===== src/rtl/spi_word_framer.sv =====
// Word/byte framing between the SPI byte driver and the PU word buffers.
// TX words are sliced MSB-first into bytes; received bytes are packed back into words.
module spi_word_framer #(
   parameter int DATA_WIDTH     = 32,
   parameter int SPI_DATA_WIDTH = 8,
   parameter int BUF_SIZE       = 6,
   localparam int CNT_W         = $clog2(BUF_SIZE + 1)
) (
   input  logic                      clk,
   input  logic                      rst,
   input  logic                      clear,
   input  logic                      wr,
   input  logic [DATA_WIDTH-1:0]     data_in,
   input  logic                      oe,
   output logic [DATA_WIDTH-1:0]     data_out,
   output logic [CNT_W-1:0]          tx_count,
   output logic [CNT_W-1:0]          rx_count,
   output logic                      tx_underflow,
   output logic                      rx_overflow,
   output logic                      frame_done,
   input  logic                      byte_strobe,
   input  logic [SPI_DATA_WIDTH-1:0] spi_byte_in,
   output logic [SPI_DATA_WIDTH-1:0] spi_byte_out,
   input  logic                      cs
);

   localparam int NB    = DATA_WIDTH / SPI_DATA_WIDTH;
   localparam int SH_W  = DATA_WIDTH - SPI_DATA_WIDTH;
   localparam int IDX_W = (NB > 1) ? $clog2(NB) : 1;
   localparam int PTR_W = (BUF_SIZE > 1) ? $clog2(BUF_SIZE) : 1;
   localparam logic [PTR_W-1:0] PTR_LAST = PTR_W'(BUF_SIZE - 1);
   localparam logic [IDX_W-1:0] IDX_LAST = IDX_W'(NB - 1);
   localparam logic [CNT_W-1:0] CNT_FULL = CNT_W'(BUF_SIZE);

   logic [DATA_WIDTH-1:0] tx_mem_q [BUF_SIZE];
   logic [DATA_WIDTH-1:0] rx_mem_q [BUF_SIZE];

   logic [PTR_W-1:0] tx_rd_q, tx_rd_d, tx_wr_q, tx_wr_d;
   logic [PTR_W-1:0] rx_rd_q, rx_rd_d, rx_wr_q, rx_wr_d;
   logic [CNT_W-1:0] tx_cnt_q, tx_cnt_d, rx_cnt_q, rx_cnt_d;
   logic [IDX_W-1:0] byte_idx_q, byte_idx_d;
   logic [SH_W-1:0]  rx_shift_q, rx_shift_d;
   logic             tx_underflow_q, tx_underflow_d;
   logic             rx_overflow_q, rx_overflow_d;
   logic             cs_q, frame_done_q;

   logic                  flush, strobe_v, cs_rise, word_done;
   logic                  tx_pop, tx_push, rx_pop, rx_push;
   logic [DATA_WIDTH-1:0] rx_word, tx_head;

   function automatic logic [PTR_W-1:0] ptr_inc(input logic [PTR_W-1:0] p);
      return (p == PTR_LAST) ? '0 : p + PTR_W'(1);
   endfunction

   assign flush     = rst | clear;
   assign strobe_v  = byte_strobe & ~cs;
   assign cs_rise   = cs & ~cs_q;
   assign word_done = strobe_v && (byte_idx_q == IDX_LAST);
   assign rx_word   = {rx_shift_q, spi_byte_in};

   // A full queue still accepts when it frees a slot in the same cycle.
   assign tx_pop  = word_done && (tx_cnt_q != '0);
   assign tx_push = wr && ((tx_cnt_q != CNT_FULL) || tx_pop);
   assign rx_pop  = oe && (rx_cnt_q != '0);
   assign rx_push = word_done && ((rx_cnt_q != CNT_FULL) || rx_pop);

   always_comb begin
      byte_idx_d     = byte_idx_q;
      rx_shift_d     = rx_shift_q;
      tx_underflow_d = tx_underflow_q;
      rx_overflow_d  = rx_overflow_q;
      tx_rd_d        = tx_pop  ? ptr_inc(tx_rd_q) : tx_rd_q;
      tx_wr_d        = tx_push ? ptr_inc(tx_wr_q) : tx_wr_q;
      rx_rd_d        = rx_pop  ? ptr_inc(rx_rd_q) : rx_rd_q;
      rx_wr_d        = rx_push ? ptr_inc(rx_wr_q) : rx_wr_q;
      tx_cnt_d       = tx_cnt_q + CNT_W'(tx_push) - CNT_W'(tx_pop);
      rx_cnt_d       = rx_cnt_q + CNT_W'(rx_push) - CNT_W'(rx_pop);
      if (strobe_v) begin
         rx_shift_d = rx_word[SH_W-1:0];
         byte_idx_d = word_done ? '0 : byte_idx_q + IDX_W'(1);
      end
      if (cs_rise) begin
         byte_idx_d = '0;
         rx_shift_d = '0;
      end
      if (word_done && !tx_pop)  tx_underflow_d = 1'b1;
      if (word_done && !rx_push) rx_overflow_d  = 1'b1;
   end

   always_ff @(posedge clk) begin
      if (flush) begin
         tx_rd_q        <= '0;
         tx_wr_q        <= '0;
         rx_rd_q        <= '0;
         rx_wr_q        <= '0;
         tx_cnt_q       <= '0;
         rx_cnt_q       <= '0;
         byte_idx_q     <= '0;
         rx_shift_q     <= '0;
         tx_underflow_q <= 1'b0;
         rx_overflow_q  <= 1'b0;
         cs_q           <= 1'b1;
         frame_done_q   <= 1'b0;
      end else begin
         tx_rd_q        <= tx_rd_d;
         tx_wr_q        <= tx_wr_d;
         rx_rd_q        <= rx_rd_d;
         rx_wr_q        <= rx_wr_d;
         tx_cnt_q       <= tx_cnt_d;
         rx_cnt_q       <= rx_cnt_d;
         byte_idx_q     <= byte_idx_d;
         rx_shift_q     <= rx_shift_d;
         tx_underflow_q <= tx_underflow_d;
         rx_overflow_q  <= rx_overflow_d;
         cs_q           <= cs;
         frame_done_q   <= cs_rise;
      end
   end

   always_ff @(posedge clk) begin
      if (tx_push && !flush) tx_mem_q[tx_wr_q] <= data_in;
      if (rx_push && !flush) rx_mem_q[rx_wr_q] <= rx_word;
   end

   assign tx_head      = tx_mem_q[tx_rd_q];
   assign spi_byte_out = (tx_cnt_q != '0)
                         ? tx_head[(DATA_WIDTH-1) - int'(byte_idx_q)*SPI_DATA_WIDTH -: SPI_DATA_WIDTH]
                         : '0;
   assign data_out     = (rx_cnt_q != '0) ? rx_mem_q[rx_rd_q] : '0;
   assign tx_count     = tx_cnt_q;
   assign rx_count     = rx_cnt_q;
   assign tx_underflow = tx_underflow_q;
   assign rx_overflow  = rx_overflow_q;
   assign frame_done   = frame_done_q;

endmodule


===== config.mk =====
export PLATFORM = sky130hd
export DESIGN_NAME = spi_word_framer
export DESIGN_NICKNAME = d
export VERILOG_FILES = /design/src/rtl/spi_word_framer.sv
export SDC_FILE = /design/constraint.sdc
export NUM_CORES = 1
export LEC_CHECK = 0
export ABC_AREA = 1
export CORE_MARGIN = 8
export CORE_UTILIZATION = 59
export CTS_CLUSTER_DIAMETER = 200
export CTS_CLUSTER_SIZE = 16
export DETAILED_ROUTE_END_ITERATION = 6
export PLACE_DENSITY_LB_ADDON = 0.12
export SLEW_MARGIN = 20
export SYNTH_ARGS = -nofsm -noshare
export SYNTH_HDL_FRONTEND = slang
export SYNTH_SLANG_ARGS = --single-unit

===== constraint.sdc =====
create_clock -name clk -period 8.1 [get_ports clk]
set_input_delay 2.43 -clock clk [delete_from_list [all_inputs] [get_ports clk]]
set_output_delay 2.43 -clock clk [all_outputs]
set_load 0.05 [all_outputs]

==> results.md <==
- Status: complete, no violations
- Core Area: between 20,000 and 30,000 um2
- Vias in the first global route: ~11,000
- Vias/cell: 5.53
- Yosys top cell area share: 65.8%
- Top_reg_cell synth: edfxtp_1
- Max IR drop VDD: 0.000171 V
- Synth area leaders: edfxtp_1, nand2_1, dfxtp_1
- Fmax: approximately 0.16 GHz
- Total gr overflow: 0
- Max-cap viol count: 0
- Reg power frac: 61.3%
- TritonCTS clock tree: done
- Pint: 3.21 mW
- RSZ-0062 raised after global routing: no
- Total CTS buffers: 31
- Clock sink count: 438
- Final core utilization: 67.0%
- Worst EP required: 5.67 ns
- Cells resized by post-CTS repair: 0
- Commonest cells in the netlist: edfxtp_1, nand2_1, nor2_1
- IO Port Bufs: 95
- Setup TNS Final: 0 ns
- CP max stage delay: 0.85 ns
- Clock Power Share: a little over a third
- Max Slew Vio Count: 0
- Wire length per cell: 18.7 um
- DP Area: 18,800 um2
- DR pass1 iterations: 5
- Net switching power: a little under 0.8 mW
- Yosys top cell by area: edfxtp_1
- First-pass GRT wire length: 60,600 um
- Fin Hold WS: 0.472 ns
- Critical path class: register to output pin
- Number of register bits inferred by synthesis: 438
- Top-count cell post-synth: edfxtp_1
- Max Buffers Root-to-Sink: 3
- Number of synthesized flops with an enable pin: 384
- Most common cell on crit path: nor2_1
- # Post-CTS Setup Buffers: 0
- Seq/Total Area, Yosys: 71.9%
- RD Place Congestion: 0.827
- Slowest-stage cell, CP: clkdlybuf4s50_1
- R2R setup slack: 5.26 ns
- Routed Antenna Nets: 0
- PwrDens: ~200 nW/um2
- Post-Route WL: 38,200 um
- Ys Warns: 0
- Syn Inst Count: roughly 1,600
- Tcrit/Tclk final: between 70 and 80%
- Crit path launch type: register
- Die H: 188 um
- Starting Density: approximately three fifths
- Final hold vios: 0
- CP endpoint kind: output pin
- Final instance area: 19,700 um2
- Min-delay worst type: register to register
- Via Count: roughly 11,000
- Die footprint: roughly 35,000 um2
- CP Max Fanout: 62
- Post-Syn Area: 17,500 um2
- Die width: 188 um
- I/O Pins: 96
- Tot Pwr: 4.00 mW
- Total track usage: 21.4%
- Number of DRC markers in iteration 0: 872
- Final setup viols: 0
- Cell breakdown of the critical path: inv_2, buf_4, nor2_1, nor2_1, o21ai_0, o21ai_1, nand2_1, a21oi_1, clkdlybuf4s50_1
- Area delta synth->final: 12.6%
- Synthesized Nets: between 1,500 and 2,000
- Core Rows: 63
- Clk_skew: 0.0162 ns
- Leak: around 7 nW
- Final nets: 1,683
- Largest net degree at the start of global routing: 97
- Hpwl dp: 21,800 um
- Async set-reset flop share out of synthesis: 0%
- Worst-margin pin slew: 1.09 ns
- Mean Syn Cell Area: around 11 um2
- Initial antenna violation count: 1
- Clk_lat worst skew: 0.58 ns
- Worst path arrival time: 3.66 ns
- Slew HR: between 20% and 30%
- Reg clk slew, reported paths: roughly 0.070 ns
- Comb power frac: 2.6%
- Sw Share: between 15 and 20%
- CTS Hold Bufs: 0
- Residual DRC: 0
- Share of layout cells above drive strength 1: 5.14%
- Period minus WS final: 6.09 ns
- Library cells used by synthesis: 30
- Htree depth: 1
- Clk root buf: clkbuf_16
==> worst max-delay path: cells and delay by family, from the launching register on <==
| kind | cells | cell delay (ns) |
|---|---|---|
| buf+inv | 3 | 2.07 |
| compound gates | 3 | 0.45 |
| flops | 1 | 0.32 |
| simple gates | 3 | 0.22 |
==> flip-flops by register name, indices dropped and copies added (netlist names), named ones only <==
| name | cells |
|---|---|
| rx_mem_q | 192 |
| tx_mem_q | 192 |
| rx_shift_q | 24 |
| rx_count | 3 |
| rx_rd_q | 3 |
| rx_wr_q | 3 |
| tx_count | 3 |
| tx_rd_q | 3 |
| tx_wr_q | 3 |
| byte_idx_q | 2 |
| cs_q | 1 |
| frame_done | 1 |
| rx_overflow | 1 |
| tx_underflow | 1 |
==> final cells by class <==
| class | count | area, um2 |
|---|---|---|
| Timing Repair Buffer | 118 | 1180 |
| Clock buffer | 56 | 870 |
| Clock inverter | 2 | 20.0 |
| Inverter | 105 | 397 |
| Tap cell | 390 | 488 |
| Fill cell | 2207 | 9740 |
| Sequential cell | 438 | 12600 |
| Multi-Input combinational cell | 935 | 4170 |
| Antenna cell | 1 | 2.50 |
==> layout by cell type, fill, tap and decap left out, drive strengths merged, types with 23 or more instances in the layout <==
master,count
clkbuf,56
o21ai,139
dfxtp,54
buf,23
nand3,125
nor2,189
edfxtp,384
clkdlybuf4s50,95
a21oi,86
inv,104
nand2,372
==> worst paths after layout <==
| kind | startpoint | endpoint | cells past startpoint |
|---|---|---|---|
| setup / recovery | register | data_out[17] | 9 |
| hold / removal | tx_rd_q[2]$_SDFFE_PP0N_ | register | 2 |
| setup reg to reg | byte_idx_q[0]$_SDFFE_PP0P_ | tx_mem_q[4][27]$_DFFE_PP_ | 8 |
| hold reg to reg | tx_rd_q[2]$_SDFFE_PP0N_ | register | 2 |
==> cell families after synthesis <==
family                     count (synthesis)  share of synthesized area, %
and+or+nand+nor                          696                          16.1
AOI/OAI and AO/OA                        230                          6.62
adders and majority gates                  7                         0.585
buffers and inverters                    187                          4.69
DFF                                      438                          71.9
xor gates and xnor gates                   2                        0.0999
==> per-stage QoR <==
| stage | std cells | setup WS, ns |
|---|---|---|
| 6_report | 2045 | 2.01 |
| 5_1_grt | 2045 | 1.75 |
| 4_1_cts | 2041 | 1.98 |
| 3_5_place_dp | 1983 | 2.53 |
| 3_3_place_gp | 1983 | 2.62 |
| 2_1_floorplan | 1560 | 1.46 |
==> power by group through the flow <==
stage               Clock [mW]  Sequential (mW)  Combinational [mW]
floorplan                    0             2.51              0.0431
global placement             0             2.50               0.101
detailed placement           0             2.50               0.103
CTS                       1.47             2.45               0.104
global route              1.54             2.45               0.115
finish                    1.44             2.45               0.106
==> per-layer routing <==
layer | track usage (%) | vias to the layer above | wire, um
met2 | 38.7 | 332 | 19800
met3 | 3.59 | 77 | 2220
met5 | 0 | - | 0
met1 | 25.3 | 5444 | 15000
met4 | 7.79 | 0 | 1180
li1 | - | 5446 | -
Note: power is estimated with default switching activity, not from simulation.
